<file path="src/rtl/gmii_rx_deframer.sv">
// GMII receive deframer: strips preamble/SFD, checks and removes the FCS, streams payload bytes.
// Optional statistics counters are built only when GMII_RX_DEFRAMER_STATS_EN is defined.
module gmii_rx_deframer #(
  parameter int MIN_FRAME_LEN = 64,
  parameter int MAX_FRAME_LEN = 1518
) (
  input  logic        clk,
  input  logic        rst_n,
  input  logic [7:0]  gmii_rxd,
  input  logic        gmii_rx_dv,
  input  logic        gmii_rx_er,
  output logic [7:0]  m_axis_tdata,
  output logic        m_axis_tvalid,
  output logic        m_axis_tlast,
  output logic        m_axis_tuser,
  output logic        rx_frame_good,
  output logic        rx_frame_bad,
  output logic        rx_bad_fcs,
  output logic [31:0] stat_frames_good,
  output logic [31:0] stat_frames_bad,
  output logic [31:0] stat_fcs_err
);

  typedef enum logic [1:0] {
    S_IDLE     = 2'd0,
    S_PREAMBLE = 2'd1,
    S_PAYLOAD  = 2'd2,
    S_WAIT_END = 2'd3
  } state_t;

  localparam logic [7:0]  LP_PRE     = 8'h55;
  localparam logic [7:0]  LP_SFD     = 8'hD5;
  localparam logic [31:0] LP_RESIDUE = 32'hDEBB20E3;
  localparam logic [31:0] LP_CRC_INIT = 32'hFFFFFFFF;
  localparam logic [10:0] LP_LEN_SAT = 11'h7FF;
  localparam logic [10:0] LP_FULL    = 11'd5;
  localparam logic [10:0] LP_MIN     = 11'(MIN_FRAME_LEN);
  localparam logic [10:0] LP_MAX_P1  = 11'(MAX_FRAME_LEN + 1);

  // Reflected CRC-32 (0xEDB88320), one byte, LSB first.
  function automatic logic [31:0] crc32_byte(input logic [31:0] crc, input logic [7:0] data);
    logic [31:0] c;
    c = crc;
    for (int i = 0; i < 8; i++) begin
      if ((c[0] ^ data[i]) == 1'b1) begin
        c = (c >> 1) ^ 32'hEDB88320;
      end else begin
        c = c >> 1;
      end
    end
    return c;
  endfunction

  logic [7:0]      r_rxd;
  logic            r_dv;
  logic            r_er;
  logic            r_primed;
  logic            r_armed;
  state_t          r_state;
  logic [10:0]     r_len;
  logic [31:0]     r_crc;
  logic            r_err;
  logic [4:0][7:0] r_dl;
  logic [7:0]      r_tdata;
  logic            r_tvalid;
  logic            r_tlast;
  logic            r_tuser;
  logic            r_good;
  logic            r_bad;
  logic            r_bad_fcs;

  state_t          w_state_nxt;
  logic [10:0]     w_len_nxt;
  logic [10:0]     w_len_inc;
  logic [31:0]     w_crc_nxt;
  logic            w_err_nxt;
  logic [4:0][7:0] w_dl_nxt;
  logic [7:0]      w_tdata_nxt;
  logic            w_tvalid_nxt;
  logic            w_tlast_nxt;
  logic            w_tuser_nxt;
  logic            w_good_nxt;
  logic            w_bad_nxt;
  logic            w_fcs_nxt;
  logic            w_crc_bad;
  logic            w_frame_bad;

  assign w_len_inc   = (r_len == LP_LEN_SAT) ? r_len : (r_len + 11'd1);
  assign w_crc_bad   = (r_crc != LP_RESIDUE);
  assign w_frame_bad = w_crc_bad | r_err | (r_len < LP_MIN);

  // Input capture; r_armed means the previous genuine sample had dv low, so a new frame may start.
  always_ff @(posedge clk or negedge rst_n) begin
    if (!rst_n) begin
      r_rxd    <= 8'h00;
      r_dv     <= 1'b0;
      r_er     <= 1'b0;
      r_primed <= 1'b0;
      r_armed  <= 1'b0;
    end else begin
      r_rxd    <= gmii_rxd;
      r_dv     <= gmii_rx_dv;
      r_er     <= gmii_rx_er;
      r_primed <= 1'b1;
      r_armed  <= r_primed & ~r_dv;
    end
  end

  // FSM state register.
  always_ff @(posedge clk or negedge rst_n) begin
    if (!rst_n) begin
      r_state <= S_IDLE;
    end else begin
      r_state <= w_state_nxt;
    end
  end

  // Next state, datapath updates and next output values.
  always_comb begin
    w_state_nxt  = r_state;
    w_len_nxt    = r_len;
    w_crc_nxt    = r_crc;
    w_err_nxt    = r_err;
    w_dl_nxt     = r_dl;
    w_tdata_nxt  = 8'h00;
    w_tvalid_nxt = 1'b0;
    w_tlast_nxt  = 1'b0;
    w_tuser_nxt  = 1'b0;
    w_good_nxt   = 1'b0;
    w_bad_nxt    = 1'b0;
    w_fcs_nxt    = 1'b0;
    case (r_state)
      S_IDLE: begin
        if (r_dv) begin
          if (!r_armed) begin
            w_state_nxt = S_WAIT_END;
          end else if (r_rxd == LP_PRE) begin
            w_state_nxt = S_PREAMBLE;
          end else if (r_rxd == LP_SFD) begin
            w_state_nxt = S_PAYLOAD;
            w_len_nxt   = 11'd0;
            w_crc_nxt   = LP_CRC_INIT;
            w_err_nxt   = 1'b0;
            w_dl_nxt    = '0;
          end else begin
            w_state_nxt = S_WAIT_END;
          end
        end else begin
          w_state_nxt = S_IDLE;
        end
      end
      S_PREAMBLE: begin
        if (!r_dv) begin
          w_state_nxt = S_IDLE;
        end else if (r_rxd == LP_PRE) begin
          w_state_nxt = S_PREAMBLE;
        end else if (r_rxd == LP_SFD) begin
          w_state_nxt = S_PAYLOAD;
          w_len_nxt   = 11'd0;
          w_crc_nxt   = LP_CRC_INIT;
          w_err_nxt   = 1'b0;
          w_dl_nxt    = '0;
        end else begin
          w_state_nxt = S_WAIT_END;
        end
      end
      S_PAYLOAD: begin
        if (r_dv) begin
          w_len_nxt = w_len_inc;
          w_crc_nxt = crc32_byte(r_crc, r_rxd);
          w_err_nxt = r_err | r_er;
          w_dl_nxt  = {r_dl[3:0], r_rxd};
          if (r_len >= LP_FULL) begin
            w_tvalid_nxt = 1'b1;
            w_tdata_nxt  = r_dl[4];
          end else begin
            w_tvalid_nxt = 1'b0;
          end
          // Oversize: close the frame on the byte being pushed out and drop the rest.
          if (w_len_inc == LP_MAX_P1) begin
            w_tlast_nxt = 1'b1;
            w_tuser_nxt = 1'b1;
            w_bad_nxt   = 1'b1;
            w_len_nxt   = 11'd0;
            w_dl_nxt    = '0;
            w_state_nxt = S_WAIT_END;
          end else begin
            w_state_nxt = S_PAYLOAD;
          end
        end else begin
          w_state_nxt = S_IDLE;
          if (r_len > LP_FULL) begin
            w_tvalid_nxt = 1'b1;
            w_tdata_nxt  = r_dl[4];
            w_tlast_nxt  = 1'b1;
            w_tuser_nxt  = w_frame_bad;
            w_good_nxt   = ~w_frame_bad;
            w_bad_nxt    = w_frame_bad;
            w_fcs_nxt    = w_crc_bad;
          end else begin
            w_bad_nxt = 1'b1;
          end
        end
      end
      S_WAIT_END: begin
        if (!r_dv) begin
          w_state_nxt = S_IDLE;
        end else begin
          w_state_nxt = S_WAIT_END;
        end
      end
      default: begin
        w_state_nxt = S_IDLE;
      end
    endcase
  end

  // Datapath and registered outputs.
  always_ff @(posedge clk or negedge rst_n) begin
    if (!rst_n) begin
      r_len     <= 11'd0;
      r_crc     <= 32'h0;
      r_err     <= 1'b0;
      r_dl      <= '0;
      r_tdata   <= 8'h00;
      r_tvalid  <= 1'b0;
      r_tlast   <= 1'b0;
      r_tuser   <= 1'b0;
      r_good    <= 1'b0;
      r_bad     <= 1'b0;
      r_bad_fcs <= 1'b0;
    end else begin
      r_len     <= w_len_nxt;
      r_crc     <= w_crc_nxt;
      r_err     <= w_err_nxt;
      r_dl      <= w_dl_nxt;
      r_tdata   <= w_tdata_nxt;
      r_tvalid  <= w_tvalid_nxt;
      r_tlast   <= w_tlast_nxt;
      r_tuser   <= w_tuser_nxt;
      r_good    <= w_good_nxt;
      r_bad     <= w_bad_nxt;
      r_bad_fcs <= w_fcs_nxt;
    end
  end

  assign m_axis_tdata  = r_tdata;
  assign m_axis_tvalid = r_tvalid;
  assign m_axis_tlast  = r_tlast;
  assign m_axis_tuser  = r_tuser;
  assign rx_frame_good = r_good;
  assign rx_frame_bad  = r_bad;
  assign rx_bad_fcs    = r_bad_fcs;

`ifdef GMII_RX_DEFRAMER_STATS_EN
  logic [31:0] r_stat_good;
  logic [31:0] r_stat_bad;
  logic [31:0] r_stat_fcs;

  // Saturating frame statistics, cleared only by reset.
  always_ff @(posedge clk or negedge rst_n) begin
    if (!rst_n) begin
      r_stat_good <= 32'h0;
      r_stat_bad  <= 32'h0;
      r_stat_fcs  <= 32'h0;
    end else begin
      if (r_good && (r_stat_good != 32'hFFFFFFFF)) begin
        r_stat_good <= r_stat_good + 32'd1;
      end else begin
        r_stat_good <= r_stat_good;
      end
      if (r_bad && (r_stat_bad != 32'hFFFFFFFF)) begin
        r_stat_bad <= r_stat_bad + 32'd1;
      end else begin
        r_stat_bad <= r_stat_bad;
      end
      if (r_bad_fcs && (r_stat_fcs != 32'hFFFFFFFF)) begin
        r_stat_fcs <= r_stat_fcs + 32'd1;
      end else begin
        r_stat_fcs <= r_stat_fcs;
      end
    end
  end

  assign stat_frames_good = r_stat_good;
  assign stat_frames_bad  = r_stat_bad;
  assign stat_fcs_err     = r_stat_fcs;
`else
  assign stat_frames_good = 32'h0;
  assign stat_frames_bad  = 32'h0;
  assign stat_fcs_err     = 32'h0;
`endif

endmodule

</file>
<file path="config.mk">
export PLATFORM = sky130hd
export DESIGN_NAME = gmii_rx_deframer
export DESIGN_NICKNAME = d
export VERILOG_FILES = /design/src/rtl/gmii_rx_deframer.sv
export SDC_FILE = /design/constraint.sdc
export NUM_CORES = 1
export LEC_CHECK = 0
export ABC_AREA = 1
export ABC_CLOCK_PERIOD_IN_PS = 2000
export CAP_MARGIN = 20
export CORE_ASPECT_RATIO = 1.4
export CORE_MARGIN = 2
export CORE_UTILIZATION = 53
export DETAILED_ROUTE_END_ITERATION = 10
export PLACE_DENSITY = 0.87
export SLEW_MARGIN = 5
export SYNTH_ARGS = -nofsm -noshare
export SYNTH_HDL_FRONTEND = slang
export SYNTH_SLANG_ARGS = --single-unit
</file>
<file path="constraint.sdc">
create_clock -name clk -period 2 [get_ports clk]
set_input_delay 0.3 -clock clk [delete_from_list [all_inputs] [get_ports clk]]
set_output_delay 0.3 -clock clk [all_outputs]
set_load 0.02 [all_outputs]
</file>
==> results list <==
* Clock skew after layout: approximately 9.7 ps
- RSZ-0062 raised after global routing: yes
- Starting DRT DRC Count: 413
- Endpoint of the most critical register-to-register path: r_dl[37]
* Worst setup path end: r_dl[37]
- Net switching share of the total power: 44.34%
- Core region area: 0.01219 mm²
* Average via count per standard cell: 5.076
- Number of distinct library cell variants in the gate-level netlist after synthesis: 41
* Final setup viols: 51
- The worst pin sits at a relative slew slack of 65.80%.
- Wire length of the first global-routing pass: between 20000 and 25000 µm
* Max-slew violation count: 0
- Average cell area after synthesis: around 7.9 µm²
* Overall fraction of global-route tracks in use: 20.47%
- In this run the critical register-to-register path is launched from r_len[1].
- Final-report hold violation count: 0
- Cell area after technology mapping: 0.006526 mm²
- By area the synthesized netlist is led by sky130_fd_sc_hd__dfrtp_1 (43%), sky130_fd_sc_hd__nand2_1 (11%), sky130_fd_sc_hd__buf_4 (11%).
* Via count: 5249
- For this run, the slowest stage of the critical path takes ~380 ps.
- Syn-to-layout area delta: 11.71%
- After layout, the minimum clock period comes to 2107 ps.
- # rows: 48
* Gate count after technology mapping: 829
- After clock tree synthesis, the clock-pin slew on the worst setup and hold paths is 80 ps.
- For this run, design rule violations remaining after detail routing come to 0.
* Share of Yosys cell area claimed by the top area cell type: 42.94%
* Overall die area: between 0.01 and 0.015 mm²
- In this run the power spent charging and discharging nets is 4.605 mW.
- Violated checks: negative setup slack
* Maximum number of pins on one net before global-route repair: 57
- Combinational power share: 48.0%
* Chip Width: 97.79 µm
- Cell-by-cell listing of the critical path: ha_2, nand2_4, nor2_4, nand3_4, nand2_2, and2_4, nand2_2, nor2_4, nand2_4, buf_12, nand3_1, o21ai_0
- Result of the run: finished, violations left
- Sequential cells were found to cover 42.94% of the synthesized design area.
* Maximum VDD drop: 0.9015 mV
* Setup slack after placement: 21.46 ps
* Chip Height: ~140 µm
* Buffers from clock root to sink, at most: 2
- The H-tree was split into 3 levels.
* Worst setup path start: r_len[1]
* Vias in the first global route: 4763
- Clock tree from TritonCTS: yes
- Of the cells placed in the final design, the portion with a size suffix greater than 1 is about 11%.
- Per report_power, the clock group accounts for roughly 18% of the total.
- The detail route stage leaves a number of antenna-violating nets equal to 0.
- Worst hold-check path type: in2reg
* Data arrival, critical path: 2330 ps
- Area taken by multi-input logic gates: between 0.002 and 0.003 mm²
- For this run, the post-layout net count is roughly 900.
- The layout has 1019 filler cells.
- Slowest cell on the critical path: sky130_fd_sc_hd__dfrtp_1
* Flop2flop setup slack: -110 ps
- Max-cap violation count: 0
- Number of warnings reported in the yosys synthesis log: 0
* Final RePlAce weighted congestion: roughly 0.97
* Depth of the worst register-to-register path: 12
- Power spread over the standard cell area amounts to roughly 1400 mW/mm².
- Flip-flop and latch count after synthesis: 112
- The number of clock buffers added by TritonCTS is 9.
- The initial antenna violation count was 0.
- Mean routed wirelength per cell: 13.54 µm
- Overflow left after global routing: 0
- At the worst endpoint, the required time is 2220 ps.
- Buffer cell driving the clock tree root: sky130_fd_sc_hd__clkbuf_16
- Highest net fanout along the worst path: 10
* FF/Latch Area: 0.002803 mm²
- Num ports: 122
- Sort of element at the start of the critical path: flop
- Proportion of power drawn by flip-flops and latches: between 30% and 40%
* Slew at the pin with the worst max-slew slack: 511.2 ps
* Worst skew pair latency: 350 ps
- In this run the number of cells on the critical path is 12.
- Counting every sink on the clock net gives 112.
- Buffers placed on the I/O ports in this run total 25.
- Summed over all instances, the cell type with the most area after synthesis is sky130_fd_sc_hd__dfrtp_1.
* Detailed Route WL: 14000 µm
* Bufs and invs on worst path: 1
- 0 antenna diodes ended up in the layout.
* Crit share post-route: 105.4%
- The worst setup path is captured at a flop.
* Timing-limited maximum frequency: approximately 470 MHz
- Category of the critical setup timing path: reg2reg
* Number of detailed-routing iterations run before antenna repair: 5
* Core occupancy in the finished layout: about three fifths
* Leakage power total: between 3 and 4 nW
- The cell family contributing the most delay on the critical path is simple AND/OR/NAND/NOR gates.
* Internal power: 5.781 mW
- Initial standard-cell utilization of the core: 53.53%
- Half-perimeter wire length of the detailed placement result: around 9600 µm
- In the post-route analysis, the smallest setup slack over all paths is -107.0 ps.
## cell usage after synthesis
master and count:
sky130_fd_sc_hd__or2_1 1, sky130_fd_sc_hd__o21ai_2 1, sky130_fd_sc_hd__nor4_1 5, sky130_fd_sc_hd__xnor2_1 14
sky130_fd_sc_hd__o21ai_1 1, sky130_fd_sc_hd__buf_1 2, sky130_fd_sc_hd__nand2_2 4, sky130_fd_sc_hd__buf_2 9
sky130_fd_sc_hd__nor2_4 1, sky130_fd_sc_hd__buf_4 97, sky130_fd_sc_hd__o22ai_1 12, sky130_fd_sc_hd__xor2_1 33
sky130_fd_sc_hd__o211ai_1 1, sky130_fd_sc_hd__a32oi_1 1, sky130_fd_sc_hd__o22a_1 1, sky130_fd_sc_hd__nand2_1 199
sky130_fd_sc_hd__nor2_1 51, sky130_fd_sc_hd__nor4b_1 1, sky130_fd_sc_hd__clkinv_1 1, sky130_fd_sc_hd__buf_6 1
sky130_fd_sc_hd__conb_1 2, sky130_fd_sc_hd__a22oi_1 3, sky130_fd_sc_hd__ha_1 6, sky130_fd_sc_hd__xnor2_2 1
sky130_fd_sc_hd__nand4_1 10, sky130_fd_sc_hd__inv_1 94, sky130_fd_sc_hd__o31ai_1 1, sky130_fd_sc_hd__inv_2 2
sky130_fd_sc_hd__nand3_1 81, sky130_fd_sc_hd__clkbuf_1 13, sky130_fd_sc_hd__nor2_2 3, sky130_fd_sc_hd__nor3b_1 1
sky130_fd_sc_hd__dfrtp_1 112, sky130_fd_sc_hd__and2_1 1, sky130_fd_sc_hd__o21ai_0 40, sky130_fd_sc_hd__or2_2 4
sky130_fd_sc_hd__a21oi_1 10, sky130_fd_sc_hd__a31oi_1 3, sky130_fd_sc_hd__nand3_4 1, sky130_fd_sc_hd__nor3_1 4
sky130_fd_sc_hd__nand2_4 1
## worst min-delay path by stage
stage	startpoint	to	slack, ps	cells after the start
3_5_place_dp	rst_n	m_axis_tdata[4]	280	1
3_3_place_gp	rst_n	m_axis_tdata[4]	280	1
2_1_floorplan	rst_n	m_axis_tdata[0]	4	0
4_1_cts	gmii_rxd[2]	r_rxd[2]	370	1
6_report	gmii_rxd[1]	r_rxd[1]	380	1
5_1_grt	gmii_rxd[7]	r_rxd[7]	370	1
## cell families (layout without fill, tap and decap cells)
logic type               count (synthesis)  after routing  synth area share (%)
AO/OA/AOI/OAI                           74             74                 6.327
XOR/XNOR                                48             48                 6.557
buffers and inverters                  219            178                 18.46
other                                    2             97                0.1151
adder cells (fa/ha/maj)                  6              6                 1.150
flip-flops                             112            112                 42.94
AND/OR/NAND/NOR                        368            369                 24.44
## per-layer routing
layer	share of wire, %	wire (µm)	GRT usage, %	up-vias
met3	5.0	702	2.683	32
met2	52	7231	35.06	214
met1	40	5618	25.53	2478
li1	-	-	-	2525
met5	0	0	0	-
met4	3.2	448	10.26	0
## what timing repair did
item	CTS	global route
resized for setup	0	35
buffers inserted	0	4
hold buffers	1	0
setup endpoints to repair	1	69
hold endpoints to repair	31	0
pin swaps	0	8
gates cloned	0	4
## placed cells by master, fill, tap and decap left out, types with 5 or more instances in the layout
cell / n
sky130_fd_sc_hd__nand2_1: 190
sky130_fd_sc_hd__dfrtp_1: 112
sky130_fd_sc_hd__conb_1: 97
sky130_fd_sc_hd__inv_1: 92
sky130_fd_sc_hd__nand3_1: 76
sky130_fd_sc_hd__nor2_1: 49
sky130_fd_sc_hd__o21ai_0: 36
sky130_fd_sc_hd__xor2_1: 33
sky130_fd_sc_hd__buf_4: 32
sky130_fd_sc_hd__clkdlybuf4s50_1: 24
sky130_fd_sc_hd__xnor2_1: 14
sky130_fd_sc_hd__o22ai_1: 12
sky130_fd_sc_hd__clkbuf_16: 11
sky130_fd_sc_hd__nand4_1: 10
sky130_fd_sc_hd__a21oi_1: 10
sky130_fd_sc_hd__nand2_2: 10
sky130_fd_sc_hd__inv_2: 5
sky130_fd_sc_hd__nor4_1: 5
sky130_fd_sc_hd__nand3_2: 5
## registers in the layout, summed over array words and instances, names as in the netlist, 2 cells and up
register,cells
r_dl,40
m_axis_tdata,8
r_crc,32
r_rxd,8
r_len,11
r_state,2
## worst register-to-register path, cell delays in order (launching register included)
cell                      delay, ps
sky130_fd_sc_hd__dfrtp_1        380
sky130_fd_sc_hd__ha_2           230
sky130_fd_sc_hd__nand2_4         70
sky130_fd_sc_hd__nor2_4         260
sky130_fd_sc_hd__nand3_4        170
sky130_fd_sc_hd__nand2_2        110
sky130_fd_sc_hd__and2_4         150
sky130_fd_sc_hd__nand2_2         60
sky130_fd_sc_hd__nor2_4         100
sky130_fd_sc_hd__nand2_4        120
sky130_fd_sc_hd__buf_12         170
sky130_fd_sc_hd__nand3_1         60
sky130_fd_sc_hd__o21ai_0        110
## stage by stage
| step | hold WS, ps | setup TNS (ps) | power, mW | std cells | cell area (µm²) |
|---|---|---|---|---|---|
| after CTS | 372.5 | -28.45 | 10.26 | 1026 | 7084 |
| final | 380.1 | -2897 | 10.39 | 1034 | 7291 |
| after detailed placement | 284.6 | 0 | 8.387 | 1009 | 6768 |
| after global placement | 276.7 | 0 | 8.218 | 1009 | 6768 |
| after global routing | 368.0 | -8456 | 11.27 | 1034 | 7291 |
| after floorplan | 4.409 | 0 | 7.200 | 924 | 6883 |
## power groups by stage
stage | Clock (mW) | Sequential, mW | Combinational [mW]
after floorplan | 0 | 3.48 | 3.72
after global placement | 0 | 3.56 | 4.66
after detailed placement | 0 | 3.59 | 4.80
after CTS | 1.85 | 3.55 | 4.85
after global routing | 1.94 | 3.65 | 5.68
final | 1.82 | 3.58 | 4.99
## final cells by class
| class | instances | share of cell area (%) |
|---|---|---|
| Sequential cell | 112 | 38.44 |
| Timing Repair Buffer | 65 | 8.821 |
| Multi-Input combinational cell | 594 | 40.96 |
| Tap cell | 150 | 2.574 |
| Inverter | 97 | 4.994 |
| Clock buffer | 9 | 3.089 |
| Clock inverter | 7 | 1.115 |
Power figures use the tool's default switching activity.
